<file path="src/rtl/primecheck_pkg.sv">
// Shared types and constants for the primality checker.
package primecheck_pkg;

   localparam int DEFAULT_WIDTH_LOG = 4;

   // Controller states, 3-bit encoding.
   typedef enum logic [2:0] {
      S_IDLE      = 3'd0,
      S_ERROR     = 3'd1,
      S_CHECK     = 3'd2,
      S_DIV_START = 3'd3,
      S_DIV_WAIT  = 3'd4
   } state_t;

   // Half the data width; trial divisors never exceed 2^HI + 1.
   function automatic int half_width(input int width_log);
      return (1 << width_log) / 2;
   endfunction

endpackage

</file>
<file path="src/rtl/primecheck_divrem.sv">
// Sequential restoring divider: one quotient bit per cycle, W cycles per
// division. ready drops the cycle after an accepted go; a zero divisor is
// rejected immediately with error=1 and ready left high.
module primecheck_divrem #(
   parameter int WIDTH_LOG = 4
) (
   input  logic                       clk,
   input  logic                       rst,
   input  logic                       go,
   input  logic [(1<<WIDTH_LOG)-1:0]  num,
   input  logic [(1<<WIDTH_LOG)-1:0]  den,
   output logic                       ready,
   output logic                       error,
   output logic [(1<<WIDTH_LOG)-1:0]  quo,
   output logic [(1<<WIDTH_LOG)-1:0]  rem
);

   localparam int W = 1 << WIDTH_LOG;

   logic [W-1:0]         rem_r;
   logic [W-1:0]         quo_r;
   logic [W-1:0]         den_r;
   logic [WIDTH_LOG-1:0] count;
   logic [W:0]           shifted;

   // Partial remainder with the next dividend bit shifted in.
   always_comb begin
      shifted = {rem_r, quo_r[W-1]};
   end

   // Accept a division when idle, then iterate until the bit counter hits zero.
   always_ff @(posedge clk) begin
      if (rst) begin
         ready <= 1'b1;
         error <= 1'b0;
         rem_r <= '0;
         quo_r <= '0;
         den_r <= '0;
         count <= '0;
      end else if (ready) begin
         if (go) begin
            if (den == '0) begin
               error <= 1'b1;
            end else begin
               error <= 1'b0;
               ready <= 1'b0;
               quo_r <= num;
               rem_r <= '0;
               den_r <= den;
               count <= WIDTH_LOG'(W - 1);
            end
         end
      end else begin
         if (shifted >= {1'b0, den_r}) begin
            rem_r <= W'(shifted - {1'b0, den_r});
            quo_r <= {quo_r[W-2:0], 1'b1};
         end else begin
            rem_r <= shifted[W-1:0];
            quo_r <= {quo_r[W-2:0], 1'b0};
         end
         if (count == '0) begin
            ready <= 1'b1;
         end else begin
            count <= count - 1'b1;
         end
      end
   end

   assign quo = quo_r;
   assign rem = rem_r;

endmodule

</file>
<file path="src/rtl/primecheck.sv">
// Primality checker by trial division (2, then odd divisors) through divrem.
// Reports the smallest factor >1 for composites, num for primes, 0 for num<2.
//
// state       | meaning
// ------------+--------------------------------------------------------
// S_IDLE      | result valid, waiting for go
// S_ERROR     | last check aborted by divider error, waiting for go
// S_CHECK     | decide: done (n<2 or div^2>n) or start a trial division
// S_DIV_START | divrem registers its operands and drops ready
// S_DIV_WAIT  | wait for divrem, then finish on rem==0 or advance div
module primecheck
   import primecheck_pkg::*;
#(
   parameter int WIDTH_LOG = DEFAULT_WIDTH_LOG
) (
   input  logic                       clk,
   input  logic                       rst,
   input  logic                       go,
   input  logic [(1<<WIDTH_LOG)-1:0]  num,
   output logic                       ready,
   output logic                       error,
   output logic                       is_prime,
   output logic [(1<<WIDTH_LOG)-1:0]  factor
);

   localparam int W  = 1 << WIDTH_LOG;
   localparam int HI = half_width(WIDTH_LOG);
   localparam int W2 = 2 * W;

   state_t       state;
   logic [W-1:0] n;
   logic [W-1:0] div;
   logic [W:0]   div_sq;
   logic         div_go;
   logic         div_ready;
   logic         div_error;
   logic [W-1:0] quo;
   logic [W-1:0] rem;

   primecheck_divrem #(.WIDTH_LOG(WIDTH_LOG)) u_divrem (
      .clk   (clk),
      .rst   (rst),
      .go    (div_go),
      .num   (n),
      .den   (div),
      .ready (div_ready),
      .error (div_error),
      .quo   (quo),
      .rem   (rem)
   );

   // Controller FSM; ready/error are registered from the next state.
   always_ff @(posedge clk) begin
      if (rst) begin
         state    <= S_IDLE;
         ready    <= 1'b1;
         error    <= 1'b0;
         is_prime <= 1'b0;
         factor   <= '0;
         div_go   <= 1'b0;
         n        <= '0;
         div      <= '0;
         div_sq   <= '0;
      end else begin
         div_go <= 1'b0;
         case (state)
            S_IDLE, S_ERROR: begin
               if (go) begin
                  n      <= num;
                  div    <= W'(2);
                  div_sq <= (W+1)'(4);
                  state  <= S_CHECK;
                  ready  <= 1'b0;
                  error  <= 1'b0;
               end
            end
            S_CHECK: begin
               if (n < W'(2)) begin
                  state    <= S_IDLE;
                  ready    <= 1'b1;
                  is_prime <= 1'b0;
                  factor   <= '0;
               end else if (div_sq > {1'b0, n}) begin
                  state    <= S_IDLE;
                  ready    <= 1'b1;
                  is_prime <= 1'b1;
                  factor   <= n;
               end else begin
                  div_go <= 1'b1;
                  state  <= S_DIV_START;
               end
            end
            S_DIV_START: begin
               state <= S_DIV_WAIT;
            end
            S_DIV_WAIT: begin
               if (div_error) begin
                  state    <= S_ERROR;
                  ready    <= 1'b1;
                  error    <= 1'b1;
                  is_prime <= 1'b0;
                  factor   <= '0;
               end else if (div_ready) begin
                  if (rem == '0) begin
                     state    <= S_IDLE;
                     ready    <= 1'b1;
                     is_prime <= 1'b0;
                     factor   <= div;
                  end else begin
                     state <= S_CHECK;
                     if (div == W'(2)) begin
                        div    <= W'(3);
                        div_sq <= (W+1)'(9);
                     end else begin
                        div    <= div + W'(2);
                        div_sq <= div_sq + ({1'b0, div} << 2) + (W+1)'(4);
                     end
                  end
               end
            end
            default: begin
               state <= S_IDLE;
               ready <= 1'b1;
               error <= 1'b0;
            end
         endcase
      end
   end

   // Invariants: div_sq tracks div^2, div stays in range, divrem results are consistent.
   always_ff @(posedge clk) begin
      if (!rst && state == S_CHECK) begin
         assert (W2'(div) * W2'(div) == W2'(div_sq));
         assert (div >= W'(2) && W2'(div) <= W2'((1 << HI) + 1));
      end
      if (!rst && state == S_DIV_WAIT && div_ready && !div_error) begin
         assert (W2'(quo) * W2'(div) + W2'(rem) == W2'(n));
         assert (rem < div);
      end
   end

endmodule

</file>
<file path="config.mk">
export PLATFORM = sky130hd
export DESIGN_NAME = primecheck
export DESIGN_NICKNAME = d
export VERILOG_FILES = /design/src/rtl/primecheck_pkg.sv /design/src/rtl/primecheck_divrem.sv /design/src/rtl/primecheck.sv
export SDC_FILE = /design/constraint.sdc
export NUM_CORES = 1
export LEC_CHECK = 0
export CORE_ASPECT_RATIO = 2
export CORE_MARGIN = 2
export CORE_UTILIZATION = 38
export CTS_CLUSTER_SIZE = 14
export DETAILED_ROUTE_END_ITERATION = 7
export PLACE_DENSITY_LB_ADDON = 0.3
export SETUP_SLACK_MARGIN = 0.3
export SKIP_CTS_REPAIR_TIMING = 1
export SLEW_MARGIN = 20
export SYNTH_ARGS = -nofsm -noshare
export SYNTH_HDL_FRONTEND = slang
export SYNTH_HIERARCHICAL = 1
export SYNTH_SLANG_ARGS = --single-unit
</file>
<file path="constraint.sdc">
create_clock -name clk -period 4.5 [get_ports clk]
set_input_delay 0.675 -clock clk [delete_from_list [all_inputs] [get_ports clk]]
set_output_delay 0.675 -clock clk [all_outputs]
set_load 0.005 [all_outputs]
</file>
==> flow_summary.json, run 1 <==
{
  "yosys-mux-area-fraction_pct": 0.399,
  "dr.first_iter.drc_count": 545,
  "relSlewSlack_pct": 25.6,
  "drcViolationCount": 0,
  "ant_nets": 0,
  "dieArea_um2": 21000,
  "synthArstFlopShare_pct": 0,
  "io_buffer_count": 37,
  "fin_crit_sh_pct": 67.4,
  "finalNetCount": 1009,
  "num_io_pins": 38,
  "synth-compound-area-share_pct": 23.9,
  "grt_max_degree": 40,
  "peakVddDrop_v": 0.000286,
  "placed_cell_area_um2": 8040,
  "die_w_um": 103,
  "reg2reg_depth": 7,
  "syn2layout_area_growth_pct": 14.6,
  "drt-total-wl_mm": 24.2,
  "synth_xor_xnor_area_share_pct": 3.15,
  "synth_adder_area_share_pct": 10.5,
  "leakage_nw": 3.24,
  "worstMarginPinSlew_ns": 1.12,
  "synth_edf_count": 0,
  "min_path_cells": 2,
  "clk_transition_reported_paths_ns": 0.06,
  "htree_levels": 4,
  "period_needed_ns": 3.03,
  "place_inst": 1168,
  "synth_ff_type": "dfxtp_1",
  "post-dp-hpwl_mm": 18.1,
  "crit_buf_inv": 1,
  "worst_setup_path_start_kind": "flop",
  "cts_tree": "built",
  "fmax_mhz": 330,
  "hold_violations": 0,
  "cap_violations": 0,
  "wl_per_cell_um": 20.2,
  "first_global_vias": 7163,
  "setup_slack_ns": 1.47,
  "path_delay_family": "simple AND/OR/NAND/NOR gates",
  "crit_required_ns": 4.79,
  "yosys_warnings": 6,
  "end_kind": "flop",
  "worstPathMaxFanout": 20,
  "initial_utilization_pct": 38.8,
  "synth_top_family_by_area": "compound AO/OA/AOI/OAI gates",
  "final_design_area_no_fill_um2": 8610,
  "final.fill_count": 1918,
  "coreArea_um2": 19400,
  "grt_pass1_wl_mm": 38.1,
  "row_count": 72,
  "syn_nets": 993,
  "cts.sinks": 125,
  "place_ws_ns": 1.43,
  "via_per_inst": 5.96,
  "grt_use_total_pct": 23.9,
  "crit_chain": "inv_1 -> ha_1 -> nand2_1 -> nor4_1 -> o31a_1 -> or2_2 -> o211ai_1",
  "yosysSeqAreaShare_pct": 33.3,
  "hp-class": "reg -> reg",
  "cts_root_buf": "clkbuf_16",
  "rsz0062_at_grt": "false",
  "die_h_um": 203,
  "crit_slowest_cell": "o31a_1",
  "synth-simple-area-share_pct": 23.1,
  "drt-pass1-iter-count": 8,
  "syn_inst": 912,
  "worstSetupPathType": "reg -> reg",
  "antennaDiodeCount": 0,
  "fin_cells": 1200,
  "power_density_nw_per_um2": 333,
  "setup-tns-final_ns": 0,
  "ys_types": 81,
  "grt.overflow.total": 0,
  "cp.depth": 7,
  "skew_ns": 0.0124,
  "clock_latency_ns": 0.42,
  "worstPathArrival_ns": 3.32,
  "clock_path_buffers": 2,
  "status": "complete, no violations",
  "yosys_register_bits": 125,
  "antenna_found_initial": 0,
  "numCtsBuffers": 17,
  "place.gp.congestion": 0.916,
  "fin_util_pct": 44.5,
  "finalMaxSlewViolations": 0,
  "cpPeakStageDelay_ns": 0.80,
  "synthesis.area_um2": 7520,
  "drive_above_1_share_pct": 6.48,
  "vias": 7149,
  "synth.avg_cell_area_um2": 8.24,
  "finalSetupViolCount": 0
}
## final cells by class
cell class | count | area (um2) | share of cell area [%]
Sequential cell | 125 | 2500 | 29.0
Timing Repair Buffer | 47 | 443 | 5.14
Tap cell | 259 | 324 | 3.76
Multi-Input combinational cell | 690 | 4590 | 53.3
Clock buffer | 21 | 460 | 5.34
Clock inverter | 11 | 118 | 1.37
Inverter | 47 | 176 | 2.05
## state kept, by name, summed over array words and instances (netlist names)
name / cells
div_sq: 16
div: 16
u_divrem/quo: 16
u_divrem/error: 1
n: 16
error: 1
u_divrem/den_r: 16
u_divrem/ready: 1
u_divrem/rem: 16
u_divrem/count: 4
ready: 1
factor: 16
div_go: 1
state: 3
is_prime: 1
## cell families (layout without fill, tap and decap cells)
group	after synthesis	count (layout)
buf+inv	97	126
xor+xnor	27	27
fa+ha+maj	62	62
mux	3	3
compound gates	253	253
flops	125	125
simple gates	345	345
## final timing paths
check / from / slack [ns] / to
worst max-delay path: u_divrem/den_r[12] / 1.47 / u_divrem/rem[12]
worst min-delay path: u_divrem/den_r[4] / 0.45 / u_divrem/den_r[4]
worst max register to register: u_divrem/den_r[12] / 1.47 / u_divrem/rem[12]
worst min register to register: u_divrem/den_r[4] / 0.45 / u_divrem/den_r[4]
## power by group
group / switching (mW) / internal [mW] / leakage (nW)
registers: 0.0534 / 1.15 / 1.01
clock network: 0.504 / 0.840 / 0.283
logic: 0.189 / 0.134 / 1.94
## Yosys cell counts (3+ instances only)
master,n,area [um2]
dfxtp_1,125,2500
nand2_1,116,435
a21oi_1,76,380
nor2_1,66,248
ha_1,60,751
inv_1,46,173
nor3_1,36,180
clkbuf_1,34,128
a211oi_1,28,210
nand3_1,22,110
nor4_1,21,131
o21ai_0,21,105
xnor2_1,20,175
o211ai_1,19,143
a32oi_1,14,123
nand4_1,14,87.6
a222oi_1,13,130
a21o_1,10,75.1
nor3b_1,10,75.1
or3_1,10,62.6
buf_2,9,45.0
o21a_1,8,60.1
nor2b_1,7,43.8
xor2_1,7,61.3
and3_1,6,37.5
buf_6,6,67.6
a31oi_1,5,31.3
o2111ai_1,5,43.8
a22oi_1,4,30.0
and4_1,4,35.0
nand2b_1,4,25.0
nand3b_1,4,30.0
nand4b_1,4,35.0
o21bai_1,4,30.0
o31a_1,4,35.0
o31ai_1,4,30.0
or2_2,4,25.0
a221o_1,3,30.0
a311o_1,3,30.0
and2_1,3,18.8
mux2i_1,3,30.0
## worst register-to-register path, stage by stage (launching register included)
cell	delay, ns
dfxtp_1	0.32
inv_1	0.04
ha_1	0.47
nand2_1	0.19
nor4_1	0.50
o31a_1	0.80
or2_2	0.43
o211ai_1	0.15
## metrics by stage
| stage | hold WS, ns | total power, mW |
|---|---|---|
| 2_1_floorplan | 0.436 | 1.41 |
| 3_3_place_gp | 0.444 | 1.54 |
| 3_5_place_dp | 0.450 | 1.54 |
| 4_1_cts | 0.459 | 2.88 |
| 5_1_grt | 0.472 | 2.97 |
| 6_report | 0.454 | 2.87 |
## routing by layer
metal	GRT usage (%)	vias up	share of wire, %
li1	-	3416	-
met1	23.0	3388	34
met2	43.6	243	55
met3	3.61	102	3.8
met4	17.7	0	7.4
met5	0	-	0
## placed cells by master, fill, tap and decap left out, drive strengths merged, types with 10 or more instances in the layout
cell type / count
a21oi: 78
ha: 60
buf: 11
clkdlybuf4s50: 36
a222oi: 13
inv: 46
nor4: 22
a21o: 10
nor3: 36
o21ai: 24
a32oi: 14
o211ai: 19
nor3b: 10
nor2: 67
xnor2: 20
nand2: 117
nand3: 22
dfxtp: 125
nand4: 14
a211oi: 28
clkbuf: 21
or3: 10
Note: power is estimated with default switching activity, not from simulation.
==> inputs of run 2 (changes only) <==
==> constraint.sdc (replaced) <==
create_clock -name clk -period 3.2 [get_ports clk]
set_input_delay 0.48 -clock clk [delete_from_list [all_inputs] [get_ports clk]]
set_output_delay 0.48 -clock clk [all_outputs]
set_load 0.005 [all_outputs]
==> run 2 against run 1 <==
Net effect:
- the run now ends with design-rule violations left
- setup slack worse by 1.0 ns
- utilization grew 1.5 points
- wire length increased by 8.5%
- final area is 3.3% higher
- clock power up 42%
- count of clock-buffer cells in the layout is 6 higher
- sequential power grew 39%
- non-clock buffer count is 38 higher
- clock skew is 0.0070 ns lower
- global-route usage rose by 1.7 points
- die area is the same
- critical path type unchanged
==> flow_summary.json, run 2 (synthesized netlist as in run 1, its figures left out) <==
{
  "wl_per_cell_um": 21.2,
  "leakage_nw": 3.44,
  "place.gp.congestion": 0.945,
  "min_path_cells": 2,
  "numCtsBuffers": 17,
  "dieArea_um2": 21000,
  "io_buffer_count": 37,
  "crit_required_ns": 3.52,
  "cpPeakStageDelay_ns": 0.57,
  "drt-pass1-iter-count": 8,
  "drt-total-wl_mm": 26.3,
  "via_per_inst": 5.97,
  "grt_use_total_pct": 25.6,
  "period_needed_ns": 2.77,
  "end_kind": "flop",
  "final_common_cell": "dfxtp_1",
  "row_count": 72,
  "clock_latency_ns": 0.43,
  "finalSetupViolCount": 0,
  "ant_nets": 0,
  "antenna_found_initial": 0,
  "reg2reg_from": "div[7]",
  "crit_chain": "ha_1 -> ha_1 -> a21o_1 -> a21oi_1 -> o21bai_1 -> or3b_1 -> and4_1 -> a311o_1",
  "drive_above_1_share_pct": 10.0,
  "drcViolationCount": 1,
  "reg2reg_depth": 8,
  "finalMaxSlewViolations": 0,
  "die_h_um": 203,
  "vias": 7386,
  "clk_transition_reported_paths_ns": 0.06,
  "hold_ws_ns": 0.457,
  "violations": "design-rule violations",
  "dr.first_iter.drc_count": 540,
  "status": "complete, but fails checks",
  "grt_pass1_wl_mm": 39.9,
  "skew_ns": 0.00542,
  "relSlewSlack_pct": 46.1,
  "place_ws_ns": 0.458,
  "finalNetCount": 1047,
  "rsz0062_at_grt": "false",
  "antennaDiodeCount": 0,
  "coreArea_um2": 19400,
  "multiInputGateArea_um2": 4590,
  "worstPathMaxFanout": 9,
  "post-dp-hpwl_mm": 20.2,
  "place_inst": 1206,
  "cts_root_buf": "clkbuf_16",
  "critical_path.startpoint": "div[7]",
  "die_w_um": 103,
  "first_global_vias": 7415,
  "fin_crit_sh_pct": 86.5,
  "crit_slowest_cell": "dfxtp_1",
  "syn2layout_area_growth_pct": 18.4,
  "fin_cells": 1238,
  "cts.sinks": 125,
  "worstMarginPinSlew_ns": 0.803,
  "fmax_mhz": 361,
  "final.fill_count": 1949,
  "initial_utilization_pct": 38.8,
  "num_io_pins": 38,
  "register_area_um2": 2500,
  "setup-tns-final_ns": 0,
  "worst_setup_path_start_kind": "flop",
  "hp-start": "u_divrem/den_r[9]",
  "fin_util_pct": 45.9,
  "peakVddDrop_v": 0.000427,
  "final_cell_mix": "124 x dfxtp_1, 116 x nand2_1, 76 x a21oi_1",
  "hold_violations": 0,
  "hp-class": "reg -> reg",
  "path_common_cell": "ha_1",
  "setup_slack_ns": 0.433,
  "cts_tree": "built",
  "cap_violations": 0,
  "grt_max_degree": 57,
  "clock_path_buffers": 2,
  "grt.overflow.total": 0,
  "power_density_nw_per_um2": 459,
  "worstSetupPathType": "reg -> reg",
  "worstPathArrival_ns": 3.08,
  "htree_levels": 4
}
## run 2: final cells by class
| class | count | area share (%) |
|---|---|---|
| multi-input cells | 690 | 51.6 |
| flip-flops and latches | 125 | 28.1 |
| repair buffers | 85 | 8.18 |
| clock buffers | 27 | 5.88 |
| well taps | 259 | 3.64 |
| inverters | 47 | 1.98 |
| clock inverters | 5 | 0.605 |
## run 2: worst paths after layout
check        slack (ns)                 to
max                0.43         div_sq[16]
min                0.46  u_divrem/den_r[9]
max reg2reg        0.43         div_sq[16]
min reg2reg        0.46  u_divrem/den_r[9]
## run 2: layer usage
| layer | share of wire (%) | track usage, % |
|---|---|---|
| met1 | 33 | 22.6 |
| met3 | 3.1 | 3.24 |
| met2 | 54 | 47.3 |
| met4 | 10 | 23.1 |
| met5 | 0 | 0 |
## run 2: power breakdown
part	total (mW)	internal [mW]	switching [mW]
Clock	1.90	1.19	0.708
Combinational	0.521	0.217	0.304
Sequential	1.67	1.62	0.0523
Total	4.09	3.02	1.06
## run 2: through the flow
stage | cell area (um2) | total power, mW
floorplan | 7520 | 1.98
global placement | 8320 | 2.21
detailed placement | 8320 | 2.21
CTS | 8900 | 4.09
global route | 8900 | 4.20
finish | 8900 | 4.09
## run 2: worst max-delay path, delay by kind of cell (launching register included)
kind | cells | cell delay, ns
flip-flops | 1 | 0.57
AO/OA/AOI/OAI | 4 | 0.79
AND/OR/NAND/NOR | 2 | 0.61
adder cells (fa/ha/maj) | 2 | 0.68
